**src/rtl/pipe_stage_buf.sv**
```systemverilog
// Pipeline-stage holding register: valid/ready handshake, one-entry skid buffer,
// synchronous flush/interrupt kill. Optional perf counters under PIPE_STAGE_PERF_EN.
module pipe_stage_buf #(
  parameter int DATA_W   = 32,
  parameter int NUM_DATA = 5,
  parameter int CTRL_W   = 14
) (
  input  logic                       clk,
  input  logic                       clr_n,
  input  logic                       in_valid,
  output logic                       in_ready,
  input  logic [CTRL_W-1:0]          in_ctrl,
  input  logic [NUM_DATA*DATA_W-1:0] in_data,
  input  logic                       flush,
  input  logic                       hw_int,
  output logic                       out_valid,
  input  logic                       out_ready,
  output logic [CTRL_W-1:0]          out_ctrl,
  output logic [NUM_DATA*DATA_W-1:0] out_data,
  output logic [1:0]                 occupancy
`ifdef PIPE_STAGE_PERF_EN
  ,
  output logic [31:0]                stall_cnt,
  output logic [15:0]                kill_cnt
`endif
);

  localparam int PAY_W   = NUM_DATA * DATA_W;
  localparam int ENTRY_W = CTRL_W + PAY_W;

  typedef enum logic [1:0] {
    ST_EMPTY = 2'd0,
    ST_ONE   = 2'd1,
    ST_FULL  = 2'd2
  } state_e;

  state_e             state_q, state_d;
  logic [ENTRY_W-1:0] main_q, main_d;
  logic [ENTRY_W-1:0] skid_q, skid_d;
  logic               in_ready_q, in_ready_d;
  logic               out_valid_q, out_valid_d;
  logic [1:0]         occ_q, occ_d;

  logic               kill_s;
  logic               push_s;
  logic               pop_s;
  logic [ENTRY_W-1:0] in_entry_s;

  assign kill_s     = flush | hw_int;
  assign push_s     = in_valid & in_ready_q;
  assign pop_s      = out_valid_q & out_ready;
  assign in_entry_s = {in_ctrl, in_data};

  // Next-state and entry movement; an empty entry is always held as zero.
  always_comb begin
    state_d = state_q;
    main_d  = main_q;
    skid_d  = skid_q;
    if (kill_s) begin
      state_d = ST_EMPTY;
      main_d  = {ENTRY_W{1'b0}};
      skid_d  = {ENTRY_W{1'b0}};
    end else begin
      case (state_q)
        ST_EMPTY: begin
          if (push_s) begin
            main_d  = in_entry_s;
            state_d = ST_ONE;
          end else begin
            state_d = ST_EMPTY;
          end
        end
        ST_ONE: begin
          if (push_s && pop_s) begin
            main_d = in_entry_s;
          end else if (push_s) begin
            skid_d  = in_entry_s;
            state_d = ST_FULL;
          end else if (pop_s) begin
            main_d  = {ENTRY_W{1'b0}};
            state_d = ST_EMPTY;
          end else begin
            state_d = ST_ONE;
          end
        end
        ST_FULL: begin
          if (pop_s) begin
            main_d  = skid_q;
            skid_d  = {ENTRY_W{1'b0}};
            state_d = ST_ONE;
          end else begin
            state_d = ST_FULL;
          end
        end
        default: begin
          state_d = ST_EMPTY;
          main_d  = {ENTRY_W{1'b0}};
          skid_d  = {ENTRY_W{1'b0}};
        end
      endcase
    end
  end

  // Status outputs are precomputed from the next state so they leave flops directly.
  always_comb begin
    in_ready_d  = 1'b1;
    out_valid_d = 1'b0;
    occ_d       = 2'd0;
    case (state_d)
      ST_EMPTY: begin
        in_ready_d  = 1'b1;
        out_valid_d = 1'b0;
        occ_d       = 2'd0;
      end
      ST_ONE: begin
        in_ready_d  = 1'b1;
        out_valid_d = 1'b1;
        occ_d       = 2'd1;
      end
      ST_FULL: begin
        in_ready_d  = 1'b0;
        out_valid_d = 1'b1;
        occ_d       = 2'd2;
      end
      default: begin
        in_ready_d  = 1'b1;
        out_valid_d = 1'b0;
        occ_d       = 2'd0;
      end
    endcase
  end

  // State, entry and status registers.
  always_ff @(posedge clk or negedge clr_n) begin
    if (!clr_n) begin
      state_q     <= ST_EMPTY;
      main_q      <= {ENTRY_W{1'b0}};
      skid_q      <= {ENTRY_W{1'b0}};
      in_ready_q  <= 1'b1;
      out_valid_q <= 1'b0;
      occ_q       <= 2'd0;
    end else begin
      state_q     <= state_d;
      main_q      <= main_d;
      skid_q      <= skid_d;
      in_ready_q  <= in_ready_d;
      out_valid_q <= out_valid_d;
      occ_q       <= occ_d;
    end
  end

  assign in_ready  = in_ready_q;
  assign out_valid = out_valid_q;
  assign out_ctrl  = main_q[ENTRY_W-1 -: CTRL_W];
  assign out_data  = main_q[PAY_W-1:0];
  assign occupancy = occ_q;

`ifdef PIPE_STAGE_PERF_EN
  logic [31:0] stall_cnt_q, stall_cnt_d;
  logic [15:0] kill_cnt_q, kill_cnt_d;

  // Saturating event counters.
  always_comb begin
    stall_cnt_d = stall_cnt_q;
    kill_cnt_d  = kill_cnt_q;
    if (in_valid && !in_ready_q && (stall_cnt_q != 32'hFFFF_FFFF)) begin
      stall_cnt_d = stall_cnt_q + 32'd1;
    end else begin
      stall_cnt_d = stall_cnt_q;
    end
    if (kill_s && (occ_q != 2'd0) && (kill_cnt_q != 16'hFFFF)) begin
      kill_cnt_d = kill_cnt_q + 16'd1;
    end else begin
      kill_cnt_d = kill_cnt_q;
    end
  end

  // Counter registers.
  always_ff @(posedge clk or negedge clr_n) begin
    if (!clr_n) begin
      stall_cnt_q <= 32'd0;
      kill_cnt_q  <= 16'd0;
    end else begin
      stall_cnt_q <= stall_cnt_d;
      kill_cnt_q  <= kill_cnt_d;
    end
  end

  assign stall_cnt = stall_cnt_q;
  assign kill_cnt  = kill_cnt_q;
`endif

endmodule
```
**config.mk**
```make
export PLATFORM = sky130hd
export DESIGN_NAME = pipe_stage_buf
export DESIGN_NICKNAME = d
export VERILOG_FILES = /design/src/rtl/pipe_stage_buf.sv
export SDC_FILE = /design/constraint.sdc
export NUM_CORES = 1
export LEC_CHECK = 0
export ABC_AREA = 1
export CAP_MARGIN = 20
export CORE_ASPECT_RATIO = 2
export CORE_MARGIN = 3
export CORE_UTILIZATION = 50
export CTS_BUF_LIST = sky130_fd_sc_hd__clkbuf_16
export CTS_CLUSTER_DIAMETER = 120
export DETAILED_ROUTE_END_ITERATION = 6
export GPL_TIMING_DRIVEN = 0
export PLACE_DENSITY = 0.76
export SETUP_SLACK_MARGIN = 0.5
export SYNTH_ARGS = -nofsm -noshare
export SYNTH_HDL_FRONTEND = slang
export SYNTH_SLANG_ARGS = --single-unit
```
**constraint.sdc**
```tcl
create_clock -name clk -period 3.1 [get_ports clk]
set_input_delay 0.93 -clock clk [delete_from_list [all_inputs] [get_ports clk]]
set_output_delay 0.93 -clock clk [all_outputs]
set_load 0.1 [all_outputs]
```
==> metrics, run 1 <==
outcome=finished clean; die width=151 µm; Period Utilization, post-route=0.834; Slew Viols, Final=0; hpwl dp=52900 µm; clock root buffer=clkbuf_16; vias=~22000; CTS clk-pin slew, worst paths=roughly 0.070 ns; flops & latches, synth=354; Final WS setup=0.515 ns; Num CTS Buffers=36; antenna violations before repair=8; Worst setup EP type=output pin; HP Class=in2async; first-pass GRT wire length=~110000 µm; DIE AREA=approximately 44000 µm²; multiplexer area fraction after synthesis=0; post-synthesis adder-cell area fraction=0.00180; Clk Latency, worst-skew pair=0.53 ns; post-route cell area=26700 µm²; XOR/XNOR Fraction of Synth Area=0; worst r2r dst=main_q[83]$_DFFE_PN0P_; htree depth=2; P per Cell Area=449 nW/µm²; reg-to-reg critical path startpoint=state_q[1]$_DFF_PN0_; NumNets Final=~3800; CP Depth=1; worst setup path class=reg2out; drt pass-1 iters=5; area delta synth->final=27.7%; GR Overflow Total=0; routed wire length=69600 µm; Pwr Total=12.0 mW; RSZ-0062 raised after global routing=no; placed cells=4147; I/O Buffers=357; CP cell instances=clkdlybuf4s18_2; Fin Setup TNS=0 ns; DRT iter0 DRCs=1345; via/cell ratio=5.16; Die Y-Extent=295 µm; post-layout util=0.649; Critical Path End=in_ready; r2r setup slk=0.73 ns; worst path bufs/invs=1; CP startpoint kind=register; post-synthesis sequential area ratio=0.424; actual slew at the worst max-slew pin=0.989 ns; Max Freq=387 MHz; Post-Syn Area=20900 µm²; min cycle time layout=2.59 ns; fillcell total=3806; Gate Count Post-Synth=3252; Sinks on Clock Net=354; Worst Path Arrival=1.66 ns; cts-stage hold buffer count=0; Leak=14.2 nW; I/O pin count=358; DRC Markers=0; Placed Area=between 20000 and 30000 µm²; layout cell share with drive strength beyond 1=0.107; core area=just over 40000 µm²; Hold Vio Cnt, Final=0; ANT nets after route=0; Overall Global Routing Usage=0.310; clock buffer depth=3; biggest cell delay along the critical path=0.59 ns; CTS tree=yes; area of the multi-input gates=9530 µm²; Worst Skew=0.0125 ns; Rel. slew slack=0.340; DP Worst Slack=-0.322 ns; peak supply drop=0.420 mV; Netlist cell types=21; vias in the first global route=22080; Hold WS=0.376 ns; CP max stage cell=clkdlybuf4s18_2; routed length per placed instance=16.5 µm; Max Cap Violations=0; post-synthesis compound-gate area fraction=0.0424; Layout Cells excl Fill=around 4200; Final setup violation count=0; Mean Syn Cell Area=6.43 µm²; initial core utilization=0.508; Site Rows=105; storage element area=around 9000 µm²; simple-gate share of the synthesized area=0.412; YS warnings=0; Top delay family on crit path=buffers and inverters; main combinational cell family by area after synthesis=simple AND/OR/NAND/NOR gates; Critical Path Source=in_ready$_DFF_PN1_; largest net degree at the start of global routing=97; crit-path max FO=2; Synth Net Count=3435; RePlAce Congestion=0.927; Reg2Reg Depth=10; Worst Path Required=approximately 2.2 ns
## cell usage after synthesis
cell type,count,area share
inv_1,356,0.064
nand2_1,1400,0.25
nor2_1,185,0.033
clkbuf_1,103,0.019
dfstp_2,1,0.0013
nand3_2,1,0.00048
buf_6,11,0.0059
nor3_1,175,0.042
nand2_2,1,0.00030
a21oi_1,1,0.00024
o21ai_0,94,0.023
buf_1,19,0.0034
buf_4,5,0.0018
clkbuf_2,9,0.0022
buf_2,101,0.024
ha_1,3,0.0018
dfrtp_1,353,0.42
nand3_1,350,0.084
o21ai_1,82,0.020
inv_2,1,0.00018
nor2_4,1,0.00054
## report_power, final
part           total (mW)  switching (mW)  internal [mW]
Combinational        2.71            2.00          0.705
Clock                4.41            1.90           2.51
Sequential           4.86          0.0911           4.77
Total                12.0            3.99           7.98
## worst min-delay path by stage
stage	from	end	slack [ns]	cells past startpoint
global placement	skid_q[94]$_DFFE_PN0P_	skid_q[94]$_DFFE_PN0P_	0.45	2
CTS	clr_n	main_q[78]$_DFFE_PN0P_	0.40	1
finish	clr_n	main_q[77]$_DFFE_PN0P_	0.38	1
floorplan	skid_q[0]$_DFFE_PN0P_	skid_q[0]$_DFFE_PN0P_	0.44	2
global route	clr_n	main_q[77]$_DFFE_PN0P_	0.42	1
detailed placement	skid_q[137]$_DFFE_PN0P_	skid_q[137]$_DFFE_PN0P_	0.46	2
## area by class of cell
type / count / share of cell area
tap: 535 / 0.0251
clock inverter: 25 / 0.00872
timing repair buffer: 361 / 0.146
inverter: 357 / 0.0502
multi-input combinational: 2293 / 0.357
antenna: 5 / 0.000469
sequential: 354 / 0.332
clock buffer: 37 / 0.0347
buffer: 248 / 0.0453
## registers in the layout (all words and copies together), names as in the netlist
| signal | count |
|---|---|
| main_q | 174 |
| skid_q | 174 |
| occupancy | 2 |
| state_q | 2 |
| in_ready | 1 |
| out_valid | 1 |
## cells in the final DEF (no fill, tap or decap), drive strengths merged
cell type,instances
nand2,1401
inv,365
buf,135
clkdlybuf4s18,1
clkinvlp,4
clkdlybuf4s15,177
clkinv,9
ha,3
dfrtp,353
a21oi,1
clkdlybuf4s50,178
dfstp,1
clkbuf,155
nor2,186
nand3,351
o21ai,176
diode,5
nor3,175
bufinv,4
## kinds of logic (layout without fill, tap and decap cells)
kind of cell / count (synthesis) / in the layout
adders and majority gates: 3 / 3
DFF: 354 / 354
AOI/OAI and AO/OA: 177 / 177
buffers and inverters: 605 / 1028
and+or+nand+nor: 2113 / 2113
other: 0 / 5
## per-layer routing
| metal | GRT usage | wire, µm | vias to the layer above |
|---|---|---|---|
| met5 | 0 | 50 | - |
| met3 | 0.0650 | 4510 | 257 |
| met4 | 0.194 | 4760 | 6 |
| met1 | 0.316 | 24000 | 9984 |
| met2 | 0.567 | 36300 | 743 |
| li1 | - | - | 10758 |
## what timing repair did
action / 4_1_cts / 5_1_grt
setup buffers: 0 / 1
pin swaps: 0 / 1
setup endpoints to repair: 383 / 302
endpoints found under the hold margin: 0 / 0
resized for setup: 539 / 41
No activity file was read; power rests on OpenSTA's default activity.
==> run 2: changes to the inputs <==
==> constraint.sdc (replaced) <==
create_clock -name clk -period 2.6 [get_ports clk]
set_input_delay 0.78 -clock clk [delete_from_list [all_inputs] [get_ports clk]]
set_output_delay 0.78 -clock clk [all_outputs]
set_load 0.1 [all_outputs]
==> metrics, run 2 (synthesis results as in run 1) <==
via/cell ratio=between 5 and 6; initial core utilization=0.508; DRT iter0 DRCs=1456; RSZ-0062 raised after global routing=yes; I/O pin count=358; largest registers=main_q: 174 flops, skid_q: 174 flops; Rel. slew slack=0.580; Sw Pwr=between 4 and 5 mW; CTS tree=yes; Placed Area=~25000 µm²; Hold WS=0.186 ns; min cycle time layout=2.08 ns; Worst setup EP type=output pin; reg-to-reg critical path startpoint=state_q[1]$_DFF_PN0_; first-pass GRT wire length=between 100000 and 150000 µm; largest net degree at the start of global routing=102; vias in the first global route=21793; Sequential Power Share=0.408; Sinks on Clock Net=354; Comb pwr share=0.232; r2r setup slk=0.60 ns; antenna violations before repair=6; Max Freq=~480 MHz; Pint=9.45 mW; biggest cell delay along the critical path=about 0.42 ns; DRC Markers=0; NumNets Final=3841; cts-stage hold buffer count=0; Clk Latency, worst-skew pair=0.54 ns; clock root buffer=clkbuf_16; Worst Path Arrival=between 1 and 1.5 ns; DIE AREA=44400 µm²; Slew Viols, Final=0; clock share of power=0.360; Final setup violation count=0; CTS clk-pin slew, worst paths=roughly 0.060 ns; vias=21682; crit-path max FO=2; post-route cell area=roughly 26000 µm²; drt pass-1 iters=5; Reg2Reg Depth=8; htree depth=2; Leak=14.7 nW; clock buffer depth=3; area delta synth->final=26.5%; Num CTS Buffers=35; CP Depth=1; routed length per placed instance=~17 µm; actual slew at the worst max-slew pin=between 0.6 and 0.7 ns; P per Cell Area=roughly 540 nW/µm²; Worst Path Required=1.82 ns; core area=about 40000 µm²; Site Rows=105; Top delay family on crit path=buffers and inverters; worst r2r dst=skid_q[81]$_DFFE_PN0P_; worst path bufs/invs=1; CP startpoint kind=register; CP max stage cell=buf_2; GR Overflow Total=0; commonest non-fill, non-tap cell in the layout=nand2_1; Die Y-Extent=295 µm; Max Cap Violations=0; post-layout util=0.643; Period Utilization, post-route=0.799; HP Class=in2async; CP cell instances=buf_2; worst setup path class=reg2out; outcome=finished clean; layout cell share with drive strength beyond 1=0.123; Hold Vio Cnt, Final=0; die width=151 µm; hpwl dp=around 53000 µm; peak supply drop=0.560 mV; Overall Global Routing Usage=0.310; ANT nets after route=0; Sw Share=0.335; RePlAce Congestion=0.909; Worst Skew=0.0162 ns; I/O Buffers=357; Critical Path End=out_data[57]; routed wire length=around 70000 µm; Critical Path Source=main_q[57]$_DFFE_PN0P_; commonest non-fill, non-tap cells in the layout=nand2_1 (1395), inv_1 (359), dfrtp_1 (352); Fin Setup TNS=0 ns
==> run 2: changes by cell type in the layout (fill, tap and decap cells not counted), moves of 7 or more <==
| cell | previous run | this run |
|---|---|---|
| buf_1 | 13 | 6 |
| buf_2 | 101 | 87 |
| buf_4 | 5 | 145 |
| buf_6 | 10 | 28 |
| clkbuf_1 | 84 | 46 |
| clkbuf_2 | 32 | 61 |
| clkbuf_4 | 2 | 51 |
| clkdlybuf4s15_2 | 177 | 0 |
==> run 2: cell type report <==
cell class                 instances  area (µm²)
fill                            3869       14700
sequential                       354        8860
multi-input combinational       2293        9590
inverter                         357        1340
clock inverter                    22         178
clock buffer                      37         926
tap                              535         669
timing repair buffer             369        3370
buffer                           248        1480
antenna                            5        12.5
==> run 2: routing by layer <==
layer  part of all wire  track usage  up-vias
li1                   -            -    10782
met1               0.34        0.311     9945
met2               0.53        0.581      720
met3              0.062       0.0592      233
met4              0.063        0.186        2
met5            0.00018            0        -
==> run 2: through the flow <==
| stage | worst slack, ns | cells | power [mW] |
|---|---|---|---|
| floorplan | 0.501 | 3252 | 7.98 |
| global placement | -15.76 | 4144 | 9.10 |
| detailed placement | -0.795 | 4147 | 9.15 |
| CTS | 0.381 | 4209 | 14.2 |
| global route | 0.467 | 4217 | 14.8 |
| finish | 0.523 | 4220 | 14.2 |
==> run 2: power groups by stage <==
stage	Sequential (mW)	Clock [mW]	Combinational (mW)
floorplan	6.96	0	1.02
global placement	5.90	0	3.19
detailed placement	5.90	0	3.25
CTS	5.80	5.20	3.22
global route	5.82	5.40	3.54
finish	5.80	5.11	3.30
==> run 2: worst min path at each step <==
stage	end	depth (start not counted)	start	slack (ns)
after floorplan	skid_q[0]$_DFFE_PN0P_	2	skid_q[0]$_DFFE_PN0P_	0.44
after global placement	skid_q[72]$_DFFE_PN0P_	2	skid_q[72]$_DFFE_PN0P_	0.45
after detailed placement	skid_q[137]$_DFFE_PN0P_	2	skid_q[137]$_DFFE_PN0P_	0.46
after CTS	main_q[35]$_DFFE_PN0P_	1	clr_n	0.20
after global routing	main_q[35]$_DFFE_PN0P_	1	clr_n	0.24
final	main_q[35]$_DFFE_PN0P_	1	clr_n	0.19
==> run 2: repair_timing <==
item	4_1_cts	5_1_grt
hold endpoints to repair	0	0
resized for setup	1055	224
cloned	0	4
endpoints found under the setup margin	531	388
pin swaps	1	3
setup buffers	3	2
